`src/rtl/regfile_access_ctrl.sv`:
```
// regfile_access_ctrl
// Arbitrates register-file accesses between port A (serial config) and
// port B (calibration engine). It sequences every access as
// setup -> strobe -> hold and returns an ack/err pulse plus read data to
// the port that owns the access.
//
// Ports
//   clk, reset_n            system clock, async active-low reset
//   a_valid/a_we/a_addr/a_wdata  port A request (held until a_ack)
//   a_ack/a_err/a_rdata     port A completion pulse, error flag, read data
//   b_*                     same as a_*, for port B
//   rf_write_addr/rf_write_data/rf_read_addr  register-file address/data
//   rf_write/rf_read        register-file strobes (registered pulses)
//   rf_read_data            register-file readback data
//   busy                    high whenever the sequencer is not idle
//
// state  | meaning
// -------+-----------------------------------------------------------
// IDLE   | waiting for a request; grant and latch it
// SETUP  | address/data driven, strobes low
// STROBE | rf_write or rf_read high
// HOLD   | strobes low, address/data held; read data captured
// RESP   | one-cycle ack (and err) to the granted port
module regfile_access_ctrl #(
  parameter int NUMREGS       = 16,
  parameter int SETUP_CYCLES  = 1,
  parameter int STROBE_CYCLES = 2,
  parameter int HOLD_CYCLES   = 1
) (
  input  logic       clk,
  input  logic       reset_n,
  input  logic       a_valid,
  input  logic       a_we,
  input  logic [7:0] a_addr,
  input  logic [7:0] a_wdata,
  output logic       a_ack,
  output logic       a_err,
  output logic [7:0] a_rdata,
  input  logic       b_valid,
  input  logic       b_we,
  input  logic [7:0] b_addr,
  input  logic [7:0] b_wdata,
  output logic       b_ack,
  output logic       b_err,
  output logic [7:0] b_rdata,
  output logic [7:0] rf_write_addr,
  output logic [7:0] rf_write_data,
  output logic [7:0] rf_read_addr,
  output logic       rf_write,
  output logic       rf_read,
  input  logic [7:0] rf_read_data,
  output logic       busy
);

  typedef enum logic [2:0] {
    S_IDLE,
    S_SETUP,
    S_STROBE,
    S_HOLD,
    S_RESP
  } state_t;

  localparam int unsigned NREGS       = NUMREGS;
  localparam logic [7:0]  SETUP_LOAD  = 8'(SETUP_CYCLES - 1);
  localparam logic [7:0]  STROBE_LOAD = 8'(STROBE_CYCLES - 1);
  localparam logic [7:0]  HOLD_LOAD   = 8'(HOLD_CYCLES - 1);

  state_t     r_state;
  state_t     w_state_nxt;
  logic [7:0] r_cnt;
  logic [7:0] w_cnt_nxt;

  logic       r_last_b;   // 1: port B was granted last
  logic       r_gnt_b;    // owner of the access in flight
  logic       r_we;

  logic       r_a_ack, r_a_err, r_b_ack, r_b_err;
  logic [7:0] r_a_rdata, r_b_rdata;
  logic [7:0] r_rf_write_addr, r_rf_write_data, r_rf_read_addr;
  logic       r_rf_write, r_rf_read, r_busy;

  logic       w_grant;
  logic       w_gnt_b;
  logic       w_sel_we;
  logic [7:0] w_sel_addr;
  logic [7:0] w_sel_wdata;
  logic       w_oor;
  logic       w_first_hold;

  // Round robin: B wins a tie only if A was served last.
  assign w_gnt_b     = b_valid && (!a_valid || !r_last_b);
  assign w_sel_we    = w_gnt_b ? b_we    : a_we;
  assign w_sel_addr  = w_gnt_b ? b_addr  : a_addr;
  assign w_sel_wdata = w_gnt_b ? b_wdata : a_wdata;
  assign w_oor       = (32'(w_sel_addr) >= NREGS);
  // Down-counter is loaded with HOLD_CYCLES-1 on entry, so this marks
  // the first HOLD cycle.
  assign w_first_hold = (r_state == S_HOLD) && (r_cnt == HOLD_LOAD);

  always_comb begin
    w_state_nxt = r_state;
    w_cnt_nxt   = r_cnt;
    w_grant     = 1'b0;
    case (r_state)
      S_IDLE: begin
        if (a_valid || b_valid) begin
          w_grant = 1'b1;
          if (w_oor) begin
            w_state_nxt = S_RESP;
          end else begin
            w_state_nxt = S_SETUP;
            w_cnt_nxt   = SETUP_LOAD;
          end
        end
      end
      S_SETUP: begin
        if (r_cnt == 8'd0) begin
          w_state_nxt = S_STROBE;
          w_cnt_nxt   = STROBE_LOAD;
        end else begin
          w_cnt_nxt = r_cnt - 8'd1;
        end
      end
      S_STROBE: begin
        if (r_cnt == 8'd0) begin
          w_state_nxt = S_HOLD;
          w_cnt_nxt   = HOLD_LOAD;
        end else begin
          w_cnt_nxt = r_cnt - 8'd1;
        end
      end
      S_HOLD: begin
        if (r_cnt == 8'd0) begin
          w_state_nxt = S_RESP;
        end else begin
          w_cnt_nxt = r_cnt - 8'd1;
        end
      end
      S_RESP: begin
        w_state_nxt = S_IDLE;
      end
      default: begin
        w_state_nxt = S_IDLE;
      end
    endcase
  end

  always_ff @(posedge clk or negedge reset_n) begin
    if (!reset_n) begin
      r_state         <= S_IDLE;
      r_cnt           <= 8'd0;
      r_last_b        <= 1'b1;
      r_gnt_b         <= 1'b0;
      r_we            <= 1'b0;
      r_a_ack         <= 1'b0;
      r_a_err         <= 1'b0;
      r_b_ack         <= 1'b0;
      r_b_err         <= 1'b0;
      r_a_rdata       <= 8'd0;
      r_b_rdata       <= 8'd0;
      r_rf_write_addr <= 8'd0;
      r_rf_write_data <= 8'd0;
      r_rf_read_addr  <= 8'd0;
      r_rf_write      <= 1'b0;
      r_rf_read       <= 1'b0;
      r_busy          <= 1'b0;
    end else begin
      r_state <= w_state_nxt;
      r_cnt   <= w_cnt_nxt;
      r_busy  <= (w_state_nxt != S_IDLE);
      // STROBE is never entered straight from IDLE, so r_we is already
      // the latched value whenever this term can be true.
      r_rf_write <= (w_state_nxt == S_STROBE) && r_we;
      r_rf_read  <= (w_state_nxt == S_STROBE) && !r_we;
      r_a_ack    <= 1'b0;
      r_a_err    <= 1'b0;
      r_b_ack    <= 1'b0;
      r_b_err    <= 1'b0;

      if (w_grant) begin
        r_last_b <= w_gnt_b;
        r_gnt_b  <= w_gnt_b;
        r_we     <= w_sel_we;
        if (w_oor) begin
          r_a_ack <= !w_gnt_b;
          r_a_err <= !w_gnt_b;
          r_b_ack <= w_gnt_b;
          r_b_err <= w_gnt_b;
          if (!w_sel_we) begin
            if (w_gnt_b) r_b_rdata <= 8'd0;
            else         r_a_rdata <= 8'd0;
          end
        end else if (w_sel_we) begin
          r_rf_write_addr <= w_sel_addr;
          r_rf_write_data <= w_sel_wdata;
        end else begin
          r_rf_read_addr <= w_sel_addr;
        end
      end

      if (w_first_hold && !r_we) begin
        if (r_gnt_b) r_b_rdata <= rf_read_data;
        else         r_a_rdata <= rf_read_data;
      end

      if ((r_state == S_HOLD) && (w_state_nxt == S_RESP)) begin
        r_a_ack <= !r_gnt_b;
        r_b_ack <= r_gnt_b;
      end
    end
  end

  assign a_ack         = r_a_ack;
  assign a_err         = r_a_err;
  assign a_rdata       = r_a_rdata;
  assign b_ack         = r_b_ack;
  assign b_err         = r_b_err;
  assign b_rdata       = r_b_rdata;
  assign rf_write_addr = r_rf_write_addr;
  assign rf_write_data = r_rf_write_data;
  assign rf_read_addr  = r_rf_read_addr;
  assign rf_write      = r_rf_write;
  assign rf_read       = r_rf_read;
  assign busy          = r_busy;

endmodule

```
`config.mk`:
```
export PLATFORM = sky130hd
export DESIGN_NAME = regfile_access_ctrl
export DESIGN_NICKNAME = d
export VERILOG_FILES = /design/src/rtl/regfile_access_ctrl.sv
export SDC_FILE = /design/constraint.sdc
export NUM_CORES = 1
export LEC_CHECK = 0
export ABC_AREA = 1
export CAP_MARGIN = 40
export CELL_PAD_IN_SITES_DETAIL_PLACEMENT = 0
export CELL_PAD_IN_SITES_GLOBAL_PLACEMENT = 2
export CORE_MARGIN = 10
export CORE_UTILIZATION = 25
export CTS_BUF_LIST = sky130_fd_sc_hd__clkbuf_4
export DETAILED_ROUTE_END_ITERATION = 8
export PLACE_DENSITY_LB_ADDON = 0.12
export SLEW_MARGIN = 30
export SYNTH_ARGS = -nofsm -noshare
export SYNTH_HDL_FRONTEND = slang
export SYNTH_SLANG_ARGS = --single-unit
```
`constraint.sdc`:
```
create_clock -name clk -period 1.6 [get_ports clk]
set_clock_uncertainty 0.05 [all_clocks]
set_input_delay 0.32 -clock clk [delete_from_list [all_inputs] [get_ports clk]]
set_output_delay 0.32 -clock clk [all_outputs]
set_load 0.005 [all_outputs]
```
==> results of run 1 <==
report_power, final:
group          switching, mW  internal, mW  total [mW]
registers              0.320          1.97        2.29
logic                   1.90          1.67        3.57
clock network          0.553         0.479        1.03
per-stage QoR:
step           hold WS [ns]  setup slack, ns  utilization
2_1_floorplan       -0.0256         -0.00302            -
3_3_place_gp          0.220           -0.515        0.386
3_5_place_dp          0.221           -0.550        0.386
4_1_cts               0.300           -0.132        0.420
5_1_grt               0.315           -0.251        0.437
6_report              0.328           -0.155        0.437
layout make-up:
class	count	share of cell area
multi-input combinational	251	0.324
sequential	61	0.303
timing repair buffer	153	0.281
tap	143	0.0354
inverter	40	0.0317
clock buffer	10	0.0149
clock inverter	5	0.0104
synthesized netlist by cell type:
library cell | instances | share of area
dfstp_2 | 1 | 0.0088
mux2i_1 | 12 | 0.040
nand4_1 | 7 | 0.015
o22ai_1 | 1 | 0.0021
inv_1 | 37 | 0.046
a21oi_2 | 2 | 0.0059
o21ai_2 | 12 | 0.035
nand3_2 | 2 | 0.0067
buf_4 | 1 | 0.0025
buf_2 | 2 | 0.0033
inv_2 | 3 | 0.0038
nor2_2 | 3 | 0.0063
nor2_4 | 2 | 0.0075
ha_1 | 1 | 0.0042
a21oi_1 | 2 | 0.0033
xor2_1 | 1 | 0.0029
buf_6 | 3 | 0.011
nand3_1 | 40 | 0.067
nand3_4 | 1 | 0.0059
o211ai_1 | 2 | 0.0050
nand2_4 | 1 | 0.0038
nand2_2 | 3 | 0.0063
dfrtp_1 | 60 | 0.50
nand2_1 | 124 | 0.16
nor3_4 | 1 | 0.0054
nor2_1 | 19 | 0.024
o21ai_0 | 12 | 0.020
worst paths after layout:
path                                         startpoint  slack, ns                            to
setup reg to reg                   r_last_b$_DFFE_PN1P_      -0.16  rf_write_addr[3]$_DFFE_PN0P_
hold reg to reg            rf_write_addr[5]$_DFFE_PN0P_       0.42  rf_write_addr[5]$_DFFE_PN0P_
setup / recovery                   r_last_b$_DFFE_PN1P_      -0.16  rf_write_addr[3]$_DFFE_PN0P_
max in group asynchronous                       reset_n       0.70          a_rdata[4]$_DFF_PN0_
min in group clk           rf_write_addr[5]$_DFFE_PN0P_       0.42  rf_write_addr[5]$_DFFE_PN0P_
hold / removal                                  reset_n       0.33           r_gnt_b$_DFFE_PN0P_
per-layer routing:
metal | track usage | share of wire
met5 | 0 | 0
met4 | 0.0261 | 0.0061
met3 | 0.0445 | 0.050
met2 | 0.204 | 0.50
met1 | 0.144 | 0.45
timing repair:
action	in CTS	in global routing
gates cloned	4	1
pin swaps	14	7
endpoints found under the hold margin	10	0
resized for setup	95	43
hold buffers	1	0
buffers inserted	10	1
setup endpoints to repair	102	60
logic make-up (layout without fill, tap and decap cells):
family          after synthesis  after routing  share of synthesized area
flops                        61             61                      0.511
buf+inv                      46            208                     0.0674
fa+ha+maj                     1              1                    0.00418
compound gates               31             31                     0.0715
mux                          12             12                     0.0402
simple gates                203            206                      0.303
xor+xnor                      1              1                    0.00293
worst max-delay path: stages (launching register included):
cell and delay [ns]:
dfstp_2 0.59, nand2_4 0.10, nand3_1 0.11, nand2_2 0.08, inv_1 0.06, nand2_1 0.07
nor2_4 0.14, nand3_4 0.15, clkbuf_16 0.21, nand2_4 0.05, o21ai_2 0.04
sequential cells by signal, summed over array words and instances, names as in the netlist, 3 cells and up:
| signal | flops |
|---|---|
| a_rdata | 8 |
| rf_write_addr | 8 |
| b_rdata | 8 |
| r_state | 3 |
| r_cnt | 8 |
| rf_read_addr | 8 |
| rf_write_data | 8 |
==> flow_metrics.tcl, run 1 <==
set metrics [dict create \
    status "finished with violations" \
    violations "negative setup slack" \
    syn2layout_area_growth_pct 68.9 \
    grt_max_degree 22 \
    antenna_found_initial 0 \
    tns_ns -5.30 \
    crit_required_ns 1.83 \
    area.sequential_mm2 0.00153 \
    wirelength_um 9640 \
    start_kind "register" \
    track_usage 0.121 \
    r2r_cells 10 \
    numCtsBuffers 9 \
    design_area_mm2 0.00505 \
    dpl.hpwl_um 7050 \
    leakagePower_nw 2.74 \
    final_nets 563 \
    htree_levels 3 \
    place_congestion 0.770 \
    cts.sinks 61 \
    placed_cell_area_mm2 0.00446 \
    final_common_cell "nand2_1" \
    drt_pass1_iterations 4 \
    clkLatencyLatePin_ns 0.40 \
    rsz0062_at_grt "true" \
    period_needed_ns 1.76 \
    power_density_mw_per_mm2 1370 \
    avgSynthCellArea_um2 8.42 \
    die_area_mm2 0.0167 \
    hp-class "in -> async" \
    slew_viol_final 0 \
    routedWlPerCell_um 14.5 \
    path_clk_slew_ns 0.10 \
    finalPower_mw 6.89 \
    antenna_left 0 \
    die_w_um 129 \
    crit_fanout 7 \
    synth_area_mm2 0.00299 \
    ir_drop_v 0.000504 \
    routed_via_density 4.37 \
    fmaxAchievable_mhz 570 \
    seq_area_frac_synth 0.511 \
    start_util 0.259 \
    drv_cap 0 \
    critical_path_class "reg -> reg" \
    port_buffers 92 \
    multi_input_area_mm2 0.00164 \
    cts_tree "yes" \
    drt_iter0_markers 140 \
    arrival_ns 1.99 \
    ys_ff_latch 61 \
    final_cell_mix "93 x nand2_1, 60 x dfrtp_1, 50 x buf_4, 47 x dlygate4sd2_1, 44 x clkdlybuf4s50_1" \
    finalCritPeriodShare 1.10 \
    route.detailed.drc 0 \
    finalSetupViolations 55 \
    dp.cells 631 \
    synth_fp_nets 402 \
    grt_pass1_wl_um 15900 \
    finalHoldViolCount 0 \
    row_count 39 \
    pin_count 93 \
    setup_ws_ns -0.155 \
    syn_inst 355 \
    endpoint_kind "register" \
    slew_headroom 0.732 \
    grt_pass1_vias 3124 \
    die_y_um 129 \
    vias 2899 \
    root_buffer "clkbuf_4" \
    core_region_area_mm2 0.0116 \
    yosysWarnings 0 \
    fin_cells 663 \
    drive_above_1_share 0.329 \
    fill_cells 1191 \
    ys_types 27 \
    overflow 0 \
    clock_path_buffers 2 \
    worstMarginPinSlew_ns 0.402 \
    antennaDiodeCount 0 \
]
No activity file was read; power rests on OpenSTA's default activity.
==> inputs of run 2 (changes only) <==
- SKIP_LAST_GASP: not set -> 1
==> flow_metrics.tcl, run 2 (same netlist as run 1, synthesis figures left out) <==
set metrics [dict create \
    clock_path_buffers 2 \
    arrival_ns 1.99 \
    pin_count 93 \
    port_buffers 92 \
    numCtsBuffers 9 \
    drt_pass1_iterations 4 \
    crit_fanout 7 \
    place_congestion 0.770 \
    violations "negative setup slack" \
    finalHoldViolCount 0 \
    syn2layout_area_growth_pct 68.9 \
    grt_max_degree 22 \
    cts_tree "yes" \
    cp_cell_sequence "nand2_4 > nand3_1 > nand2_2 > inv_1 > nand2_1 > nor2_4 > nand3_4 > clkbuf_16 > nand2_4 > o21ai_2" \
    die_area_mm2 0.0167 \
    critical_path_class "reg -> reg" \
    slew_viol_final 0 \
    path_common_cell "nand2_4" \
    final_nets 563 \
    slowest_stage "dfstp_2" \
    fin_cells 663 \
    crit_required_ns 1.83 \
    die_y_um 129 \
    slowest_delay_ns 0.59 \
    core_region_area_mm2 0.0116 \
    endpoint_kind "register" \
    setup_ws_ns -0.156 \
    drv_cap 0 \
    fmaxAchievable_mhz 570 \
    slew_headroom 0.732 \
    fill_cells 1191 \
    dpl.hpwl_um 7050 \
    status "finished with violations" \
    start_kind "register" \
    ir_drop_v 0.000505 \
    start_util 0.259 \
    vias 2903 \
    row_count 39 \
    antenna_found_initial 0 \
    tns_ns -5.27 \
    grt_pass1_vias 3124 \
    path_clk_slew_ns 0.10 \
    hp-class "in -> async" \
    final_common_cell "nand2_1" \
    antennaDiodeCount 0 \
    power_density_mw_per_mm2 1370 \
    worstMarginPinSlew_ns 0.402 \
    track_usage 0.121 \
    routed_via_density 4.38 \
    dp.cells 631 \
    grt_pass1_wl_um 15900 \
    root_buffer "clkbuf_4" \
    drt_iter0_markers 142 \
    leakagePower_nw 2.74 \
    clkLatencyLatePin_ns 0.40 \
    htree_levels 3 \
    route.detailed.drc 0 \
    overflow 0 \
    period_needed_ns 1.76 \
    wirelength_um 9650 \
    finalSetupViolations 55 \
    rsz0062_at_grt "true" \
    finalCritPeriodShare 1.10 \
    worst_path_dominant_cell_family "simple AND/OR/NAND/NOR gates" \
    final_cell_mix "93 x nand2_1, 60 x dfrtp_1, 50 x buf_4, 47 x dlygate4sd2_1, 44 x clkdlybuf4s50_1" \
    die_w_um 129 \
    hold_ws_ns 0.328 \
    fin_util 0.437 \
    cts.sinks 61 \
    worst-path-buf-inv 2 \
    antenna_left 0 \
    drive_above_1_share 0.327 \
    routedWlPerCell_um 14.5 \
]
run 2: cell types whose count changed in the layout (fill, tap and decap cells not counted):
cell / previous run / this run
inv_2: 5 / 4
inv_1: 33 / 34
run 2: final cells by class:
class / count / area [um2] / area share
clock buffers: 10 / 75.1 / 0.0149
clock inverters: 5 / 52.6 / 0.0104
inverters: 40 / 160 / 0.0317
multi-input cells: 251 / 1640 / 0.324
flip-flops and latches: 61 / 1530 / 0.303
well taps: 143 / 179 / 0.0354
repair buffers: 153 / 1420 / 0.281
run 2: worst paths after layout:
path | from | to | slack (ns) | cells after the start
setup / recovery | r_last_b$_DFFE_PN1P_ | rf_write_addr[3]$_DFFE_PN0P_ | -0.16 | 10
hold / removal | reset_n | r_gnt_b$_DFFE_PN0P_ | 0.33 | 2
setup reg to reg | r_last_b$_DFFE_PN1P_ | rf_write_addr[3]$_DFFE_PN0P_ | -0.16 | 10
hold reg to reg | rf_write_addr[5]$_DFFE_PN0P_ | rf_write_addr[5]$_DFFE_PN0P_ | 0.42 | 2
max in group asynchronous | reset_n | a_rdata[4]$_DFF_PN0_ | 0.70 | 3
min in group clk | rf_write_addr[5]$_DFFE_PN0P_ | rf_write_addr[5]$_DFFE_PN0P_ | 0.42 | 2
run 2: metrics by stage:
step	power [mW]	worst slack [ns]	area, um2
5_1_grt	7.52	-0.251	5050
6_report	6.90	-0.156	5050
3_3_place_gp	5.47	-0.515	4460
4_1_cts	6.80	-0.132	4860
2_1_floorplan	3.79	-0.00302	3020
3_5_place_dp	5.49	-0.550	4460
run 2: timing repair:
action,4_1_cts,5_1_grt
gates cloned,4,1
buffers inserted,10,1
hold buffers,1,0
hold endpoints to repair,10,0
gates resized for setup,95,42
pin swaps,14,7
endpoints found under the setup margin,102,60
run 2: worst reg2reg max path: cells and delay by family, from the launching register on:
| kind | cells | cell delay, ns |
|---|---|---|
| buf+inv | 2 | 0.27 |
| simple gates | 7 | 0.71 |
| flops | 1 | 0.59 |
| compound gates | 1 | 0.04 |
run 2: routing by layer:
metal,vias to the layer above,part of all wire,track usage
li1,1472,-,-
met1,1372,0.45,0.144
met2,55,0.50,0.204
met3,4,0.051,0.0445
met4,0,0.0061,0.0261
met5,-,0,0
run 2: where the power goes:
group / switching (mW) / internal (mW) / total [mW]
Sequential: 0.318 / 1.97 / 2.29
Combinational: 1.90 / 1.67 / 3.57
Clock: 0.556 / 0.479 / 1.03
